`src/rtl/seg_scan.sv`:
```
// seg_scan: time-multiplexed scan controller for a multi-digit seven-segment
// display. It feeds one digit code per slot to a shared BCD decoder, drives
// the active-low anode, the decimal point and PWM brightness gating. New
// display data is taken through a load handshake and becomes visible only at
// a frame boundary, so a frame never mixes old and new digits.
//
// Handshake: load/ready follow valid/ready rules. A transfer happens in any
// cycle where load && ready is high at the rising clock edge. While ready is
// low, load is ignored, and the data already pending wins. ready stays low
// from the cycle after an accept until the cycle after the frame boundary
// that copies the pending data into the display shadow.
module seg_scan #(
  parameter int DIGITS = 4,
  parameter int PRESC  = 50000
) (
  input  logic                  clk,
  input  logic                  rst,
  input  logic [4*DIGITS-1:0]   value,
  input  logic [DIGITS-1:0]     dp,
  input  logic                  blank_lz,
  input  logic [2:0]            bright,
  input  logic                  load,
  output logic                  ready,
  output logic [3:0]            dig_code,
  output logic [DIGITS-1:0]     an,
  output logic                  dp_out,
  output logic                  frame
);

  localparam int PW = (PRESC > 1) ? $clog2(PRESC) : 1;
  localparam int IW = $clog2(DIGITS);
  localparam logic [PW-1:0] PCNT_MAX = PW'(PRESC - 1);
  localparam logic [IW-1:0] IDX_MAX  = IW'(DIGITS - 1);

  // Scan counters
  logic [PW-1:0] pcnt, pcnt_n;
  logic [2:0]    tcnt, tcnt_n;
  logic [IW-1:0] idx, idx_n;

  // Pending (written by load) and shadow (displayed) copies
  logic [4*DIGITS-1:0] pend_value, sh_value, sh_value_n;
  logic [DIGITS-1:0]   pend_dp, sh_dp, sh_dp_n;
  logic                pend_blz, sh_blz, sh_blz_n;
  logic                pend_valid;

  // Per-cycle events
  logic tick, slot_end, boundary, commit, accept;

  // Output next values
  logic                lit;
  logic [DIGITS-1:0]   blank;
  logic                zeros;
  logic [4*DIGITS-1:0] shifted;
  logic [3:0]          code_n;
  logic [DIGITS-1:0]   an_n;
  logic                dp_n;

  // Ready simply mirrors the absence of pending data.
  assign ready = ~pend_valid;

  // Counter advance, frame boundary detection and shadow next values
  always_comb begin
    tick     = (pcnt == PCNT_MAX);
    slot_end = tick && (tcnt == 3'd7);
    boundary = slot_end && (idx == IDX_MAX);
    commit   = boundary && pend_valid;
    accept   = load && ready;
    pcnt_n   = tick ? '0 : pcnt + 1'b1;
    tcnt_n   = tick ? tcnt + 3'd1 : tcnt;
    idx_n    = idx;
    if (slot_end) begin
      idx_n = (idx == IDX_MAX) ? '0 : idx + 1'b1;
    end
    sh_value_n = commit ? pend_value : sh_value;
    sh_dp_n    = commit ? pend_dp    : sh_dp;
    sh_blz_n   = commit ? pend_blz   : sh_blz;
  end

  // Leading-zero mask: digit i blanks when it and every higher digit are zero
  always_comb begin
    zeros = 1'b1;
    blank = '0;
    for (int i = DIGITS - 1; i > 0; i--) begin
      zeros    = zeros && (sh_value_n[4*i +: 4] == 4'h0);
      blank[i] = sh_blz_n && zeros;
    end
  end

  // Output values for the slot the counters are about to enter, so the
  // registered outputs line up with the counters and the new shadow data
  always_comb begin
    lit     = (tcnt_n <= bright);
    shifted = sh_value_n >> {idx_n, 2'b00};
    code_n  = blank[idx_n] ? 4'hF : shifted[3:0];
    an_n    = '1;
    if (lit) begin
      an_n[idx_n] = 1'b0;
    end
    dp_n = sh_dp_n[idx_n] && lit;
  end

  // Counters, pending capture and shadow commit
  always_ff @(posedge clk or posedge rst) begin
    if (rst) begin
      pcnt       <= '0;
      tcnt       <= '0;
      idx        <= '0;
      pend_valid <= 1'b0;
      pend_value <= '0;
      pend_dp    <= '0;
      pend_blz   <= 1'b0;
      sh_value   <= '1;
      sh_dp      <= '0;
      sh_blz     <= 1'b0;
    end else begin
      pcnt     <= pcnt_n;
      tcnt     <= tcnt_n;
      idx      <= idx_n;
      sh_value <= sh_value_n;
      sh_dp    <= sh_dp_n;
      sh_blz   <= sh_blz_n;
      // Commit and accept never collide: accept requires pend_valid == 0,
      // so an accept in a boundary cycle waits for the next boundary.
      if (commit) begin
        pend_valid <= 1'b0;
      end
      if (accept) begin
        pend_valid <= 1'b1;
        pend_value <= value;
        pend_dp    <= dp;
        pend_blz   <= blank_lz;
      end
    end
  end

  // Registered display outputs and frame pulse
  always_ff @(posedge clk or posedge rst) begin
    if (rst) begin
      dig_code <= 4'hF;
      an       <= '1;
      dp_out   <= 1'b0;
      frame    <= 1'b0;
    end else begin
      dig_code <= code_n;
      an       <= an_n;
      dp_out   <= dp_n;
      frame    <= boundary;
    end
  end

endmodule

```
`config.mk`:
```
export PLATFORM = sky130hd
export DESIGN_NAME = seg_scan
export DESIGN_NICKNAME = d
export VERILOG_FILES = /design/src/rtl/seg_scan.sv
export SDC_FILE = /design/constraint.sdc
export NUM_CORES = 1
export LEC_CHECK = 0
export CORE_AREA = 2 2 77 116
export CTS_CLUSTER_DIAMETER = 120
export DETAILED_ROUTE_END_ITERATION = 10
export DIE_AREA = 0 0 79 118
export PLACE_DENSITY = 0.63
export SYNTH_ARGS = -nofsm -noshare
export SYNTH_HDL_FRONTEND = slang
export SYNTH_SLANG_ARGS = --single-unit
```
`constraint.sdc`:
```
create_clock -name clk -period 10 [get_ports clk]
set_input_delay 1 -clock clk [delete_from_list [all_inputs] [get_ports clk]]
set_output_delay 1 -clock clk [all_outputs]
set_load 0.02 [all_outputs]
```
## After elaboration in Yosys (flattened, before gate mapping)

Index checks and enable logic that the tools add are counted.

- Bits in registers: 74

- Multiplexer cells: 17
- Magnitude comparators: 3
- Bitwise operators: 2
- Shift-type cells: 1
- Add/subtract/negate cells: 3
- Reduce and logical (&&, ||, !) cells: 15
- Equal/unequal tests: 3

Operators by type and width:

| kind | number |
|---|---|
| $mux 16 | 2 |
| $add 16x1->16 const B | 1 |
| $eq 16x16->1 const B | 1 |
| $shr 16x4->4 | 1 |
| $logic_not 4->1 | 3 |
| $mux 4 | 3 |
| $logic_and 1x1->1 | 11 |
| $mux 1 | 6 |
| $bmux 1 s2 | 2 |
| $mux 2 | 2 |
| $not 4->4 | 1 |
| $add 3x1->3 const B | 1 |
| $eq 3x3->1 const B | 1 |
| $le 3x3->1 | 1 |
| $lt 2x3->1 const B | 1 |
| $mux 3 | 1 |
| $add 2x1->2 const B | 1 |
| $demux 1 s2 | 1 |
| $eq 2x2->1 const B | 1 |
| $ge 2x1->1 const B | 1 |
| $reduce_bool 2->1 | 1 |
| $not 1->1 | 1 |

## Longest topological paths before layout

- Depth after elaboration: 12
- Mapped depth: 11

## Least setup slack after synthesis

No wires, ideal clock.

- Path kind: register to register
- From: register pcnt[11]
- To: register dp_out
- Cell stages (with the launch flop): 8
- Setup slack: 6.857 ns
- Required time: 9.922 ns
- Data arrival time: 3.065 ns
- Period minus slack after synthesis: 3.143 ns
- Path buffers: 0
- Cell sequence: dfrtp_1 -> or4b_4 -> nor4_1 -> mux2_2 -> ha_1 -> o21a_1 -> o21ai_0 -> a21boi_1

- Elaborated cells on any way between the ends: 11
- Classes of those cells: order compare: 1; eq/ne: 1; mux: 5; reduce/logical: 4

RTL lines:

| element | line | RTL |
|---|---|---|
| from (decl) | 36 | `logic [PW-1:0] pcnt, pcnt_n;` |
| from (signal assigned) | 116 | `pcnt <= pcnt_n;` |
| $eq 16x16->1 | 63 | `tick = (pcnt == PCNT_MAX);` |
| $mux 3 | 69 | `tcnt_n = tick ? tcnt + 3'd1 : tcnt;` |
| named net tcnt_n[2] | 37 | `logic [2:0] tcnt, tcnt_n;` |
| $le 3x3->1 | 92 | `lit = (tcnt_n <= bright);` |
| $logic_and 1x1->1 | 99 | `dp_n = sh_dp_n[idx_n] && lit;` |
| named net dp_n | 56 | `logic dp_n;` |
| to (signal assigned) | 146 | `dp_out <= dp_n;` |
| to (decl) | 26 | `output logic dp_out,` |

The timed path passes the listed nets, and every way through them passes these cells. The select of a mux whose other input is x is not followed.
A chain may end at the register's enable or synchronous reset.

## Worst setup path in the final report

Same ends and word-level chain as after synthesis.

==> tab_implementation.tex <==
\begin{tabular}{lr}
\hline
Metric & Value \\
\hline
\multicolumn{2}{l}{\textbf{Clock tree}} \\
\quad Maximum number of buffers from clock root to sink & 2 \\
\quad Clock input transition at the sequential cells of the worst setup and hold paths & 0.06 ns \\
\quad Hold bufs inserted after CTS & 0 \\
\quad TritonCTS clock tree & built \\
\quad Count of H-tree levels built during CTS & 3 \\
\quad Insertion delay to the later sink of the worst-skew pair & 0.34 ns \\
\quad Num CTS Buffers & 9 \\
\quad Num Clock Sinks & 74 \\
\quad Post-cts resize count & 0 \\
\quad Number of buffers inserted by post-CTS setup repair & 0 \\
\quad Buffer cell driving the clock tree root & clkbuf\_16 \\
\multicolumn{2}{l}{\textbf{Cells and area}} \\
\quad Count of antenna diodes in the layout & 0 \\
\quad Total of fill cells in the finished design & 798 \\
\quad Nets & 331 \\
\quad Number of standard cells in the layout, taps in and fillers out & 409 \\
\quad Area growth from synthesis to final layout & 24.7\% \\
\quad Fraction of layout instances using a drive strength above 1 & 29.1\% \\
\multicolumn{2}{l}{\textbf{GRT}} \\
\quad Maximum number of pins on one net before global-route repair & 75 \\
\quad Total congestion overflow after global routing & 0 \\
\quad Vias in the first global route & 2166 \\
\quad Global-route wire length before repair & 10300 um \\
\quad Antenna violations before repair & 0 \\
\quad Combined global-route utilization of all metal layers & 14.6\% \\
\multicolumn{2}{l}{\textbf{Job}} \\
\quad Max-cap violation count & 0 \\
\multicolumn{2}{l}{\textbf{Timing}} \\
\quad Remaining max-slew budget at the tightest pin & 26.0\% \\
\quad Accumulated negative setup slack & 0 ns \\
\quad RSZ-0062 raised after global routing & no \\
\quad Transition time at the pin with the least slew margin & 1.11 ns \\
\quad Maximum clock frequency & 309 MHz \\
\quad Period utilisation layout & 32.4\% \\
\quad Clock skew & 0.00571 ns \\
\quad Final setup fails & 0 \\
\quad Worst-case hold slack & 0.468 ns \\
\quad Post-layout min period & 3.24 ns \\
\quad Final Hold Vio Count & 0 \\
\quad Max-slew violations & 0 \\
\multicolumn{2}{l}{\textbf{Min path}} \\
\quad Worst hold-check path type & reg -> reg \\
\quad Number of stages on the worst hold path & 2 \\
\multicolumn{2}{l}{\textbf{Power}} \\
\quad Leak Pwr & 1.83 nW \\
\quad Total Power & 0.691 mW \\
\quad Worst vdd ir & 0.111 mV \\
\quad Cell area power density & 172 nW/um\^{}2 \\
\multicolumn{2}{l}{\textbf{Synth}} \\
\quad Post-synthesis instance total & 253 \\
\quad Synth Net Count & 287 \\
\quad Number of synthesized flops with an enable pin & 0 \\
\quad Async set or reset register ratio after synthesis & 100\% \\
\quad Area share of the largest cell type after synthesis & 38.7\% \\
\quad Count of distinct cell types in the synthesized netlist & 35 \\
\quad Synth Register Bits & 74 \\
\quad Average cell area after synthesis & 12.8 um\^{}2 \\
\quad Top cell types by occurrence after synthesis & dfrtp\_1, mux2\_2, dfstp\_2 \\
\quad Count of yosys warnings during synthesis & 0 \\
\quad Share of the yosys chip area belonging to registers & 58.2\% \\
\quad Most area-hungry cell type in the Yosys netlist & dfrtp\_1 \\
\quad Most numerous cell in the Yosys netlist & dfrtp\_1 \\
\quad Top cells by area, synth & dfrtp\_1, dfstp\_2, mux2\_2 \\
\quad Area of the mapped netlist & 3230 um\^{}2 \\
\quad Ys flop type & dfrtp\_1 \\
\multicolumn{2}{l}{\textbf{Route}} \\
\quad Post-detailed-route wirelength per cell & 15.2 um \\
\quad Final wirelength & 6200 um \\
\quad Number of iterations in the first detailed-routing pass & 4 \\
\quad Remaining antenna violation count after routing & 0 \\
\quad Number of vias in the routed layout & 2042 \\
\quad DRC violations left & 0 \\
\quad Number of DRC markers in iteration 0 & 72 \\
\quad Per-cell via count in the routed design & 4.99 \\
\multicolumn{2}{l}{\textbf{Place}} \\
\quad Detailed placement HPWL & 4430 um \\
\quad Weighted congestion reported at the end of routability-driven placement & 0.850 \\
\quad DP Cell Count & 393 \\
\quad Number of port buffers & 37 \\
\multicolumn{2}{l}{\textbf{Worst setup path}} \\
\quad Crit-path max FO & 6 \\
\quad Crit end category & register \\
\quad Data arrival time of the critical path & 3.50 ns \\
\quad Worst Reg2Reg Path Length in Cells & 8 \\
\quad Kind of critical path & reg -> reg \\
\quad Category of the worst setup path launch point & register \\
\quad Data required time of the critical path & 10.26 ns \\
\multicolumn{2}{l}{\textbf{Die}} \\
\quad Floorplan die height & 118 um \\
\quad Initial cell density of the core & 38.9\% \\
\quad Die Outline Area & 9320 um\^{}2 \\
\quad Floorplan row count & 41 \\
\quad Horizontal die dimension & 79 um \\
\quad Num ports & 38 \\
\quad Core footprint & 8310 um\^{}2 \\
\multicolumn{2}{l}{\textbf{Outcome}} \\
\quad Run status & complete, no violations \\
\hline
\end{tabular}
cell usage in the layout (no fill, tap or decap), drive strengths merged, types with 3 or more instances in the layout:
cell type	n
mux2i	3
and3	4
o22ai	6
xnor2	5
dfstp	24
xor2	9
ha	7
dfrtp	50
clkdlybuf4s50	37
nor2	18
o21ai	8
clkbuf	11
nand3	11
a22oi	4
nand2	21
nor4	6
mux2	41
inv	9
flip-flops by register name, indices dropped and copies added (netlist names), 3 cells and up:
name	cells
tcnt	3
sh_value	16
dig_code	4
pend_value	16
pcnt	16
an	4
pend_dp	4
sh_dp	4
final timing paths:
| path | startpoint | endpoint | slack, ns |
|---|---|---|---|
| min in group asynchronous | rst | pend_value[13] | 1.26 |
| max in group asynchronous | rst | idx[0] | 8.13 |
| setup reg to reg | pcnt[11] | dp_out | 6.76 |
| hold / removal | sh_blz | sh_blz | 0.47 |
| hold reg to reg | sh_blz | sh_blz | 0.47 |
| setup / recovery | pcnt[11] | dp_out | 6.76 |
logic make-up after synthesis:
| kind of cell | count (synthesis) | synth area share, % |
|---|---|---|
| xor+xnor | 14 | 3.79 |
| mux | 44 | 16.3 |
| compound gates | 23 | 4.57 |
| flops | 74 | 58.2 |
| fa+ha+maj | 7 | 2.71 |
| buf+inv | 15 | 2.44 |
| simple gates | 76 | 12.0 |
routing by layer:
layer | up-vias | track usage, % | wire, um
met5 | - | 0 | 0
met4 | 0 | 9.16 | 286
met3 | 22 | 4.29 | 195
met2 | 37 | 23.7 | 3230
met1 | 1000 | 16.5 | 2490
li1 | 983 | - | -
worst max-delay path, cell delays in order, from the launching register on:
cell      delay (ns)
dfrtp_1         0.42
or4b_4          0.57
nor4_1          0.54
buf_4           0.25
mux2_2          0.35
ha_1            0.29
o21a_1          0.11
o21ai_0         0.42
a21boi_1        0.22
report_power, final:
part,internal [mW],leakage (nW),total [mW],switching (mW)
sequential,0.310,0.893,0.317,0.00619
clock,0.224,0.156,0.346,0.122
combinational,0.0176,0.782,0.0285,0.0109
total,0.552,1.83,0.691,0.139
through the flow:
step	instance area (um^2)	worst slack [ns]	util, %
2_1_floorplan	3230	6.86	-
3_3_place_gp	3710	6.89	44.6
3_5_place_dp	3710	6.76	44.6
4_1_cts	4030	6.74	48.5
5_1_grt	4030	6.50	48.5
6_report	4030	6.76	48.5
area by class of cell:
type / instances / area [um^2] / share of cell area [%]
repair buffers: 39 / 385 / 9.57
flip-flops and latches: 74 / 1880 / 46.7
inverters: 9 / 33.8 / 0.839
clock buffers: 11 / 243 / 6.02
clock inverters: 5 / 77.6 / 1.93
multi-input cells: 164 / 1270 / 31.6
well taps: 107 / 134 / 3.32
(Power assumes the default switching activity.)
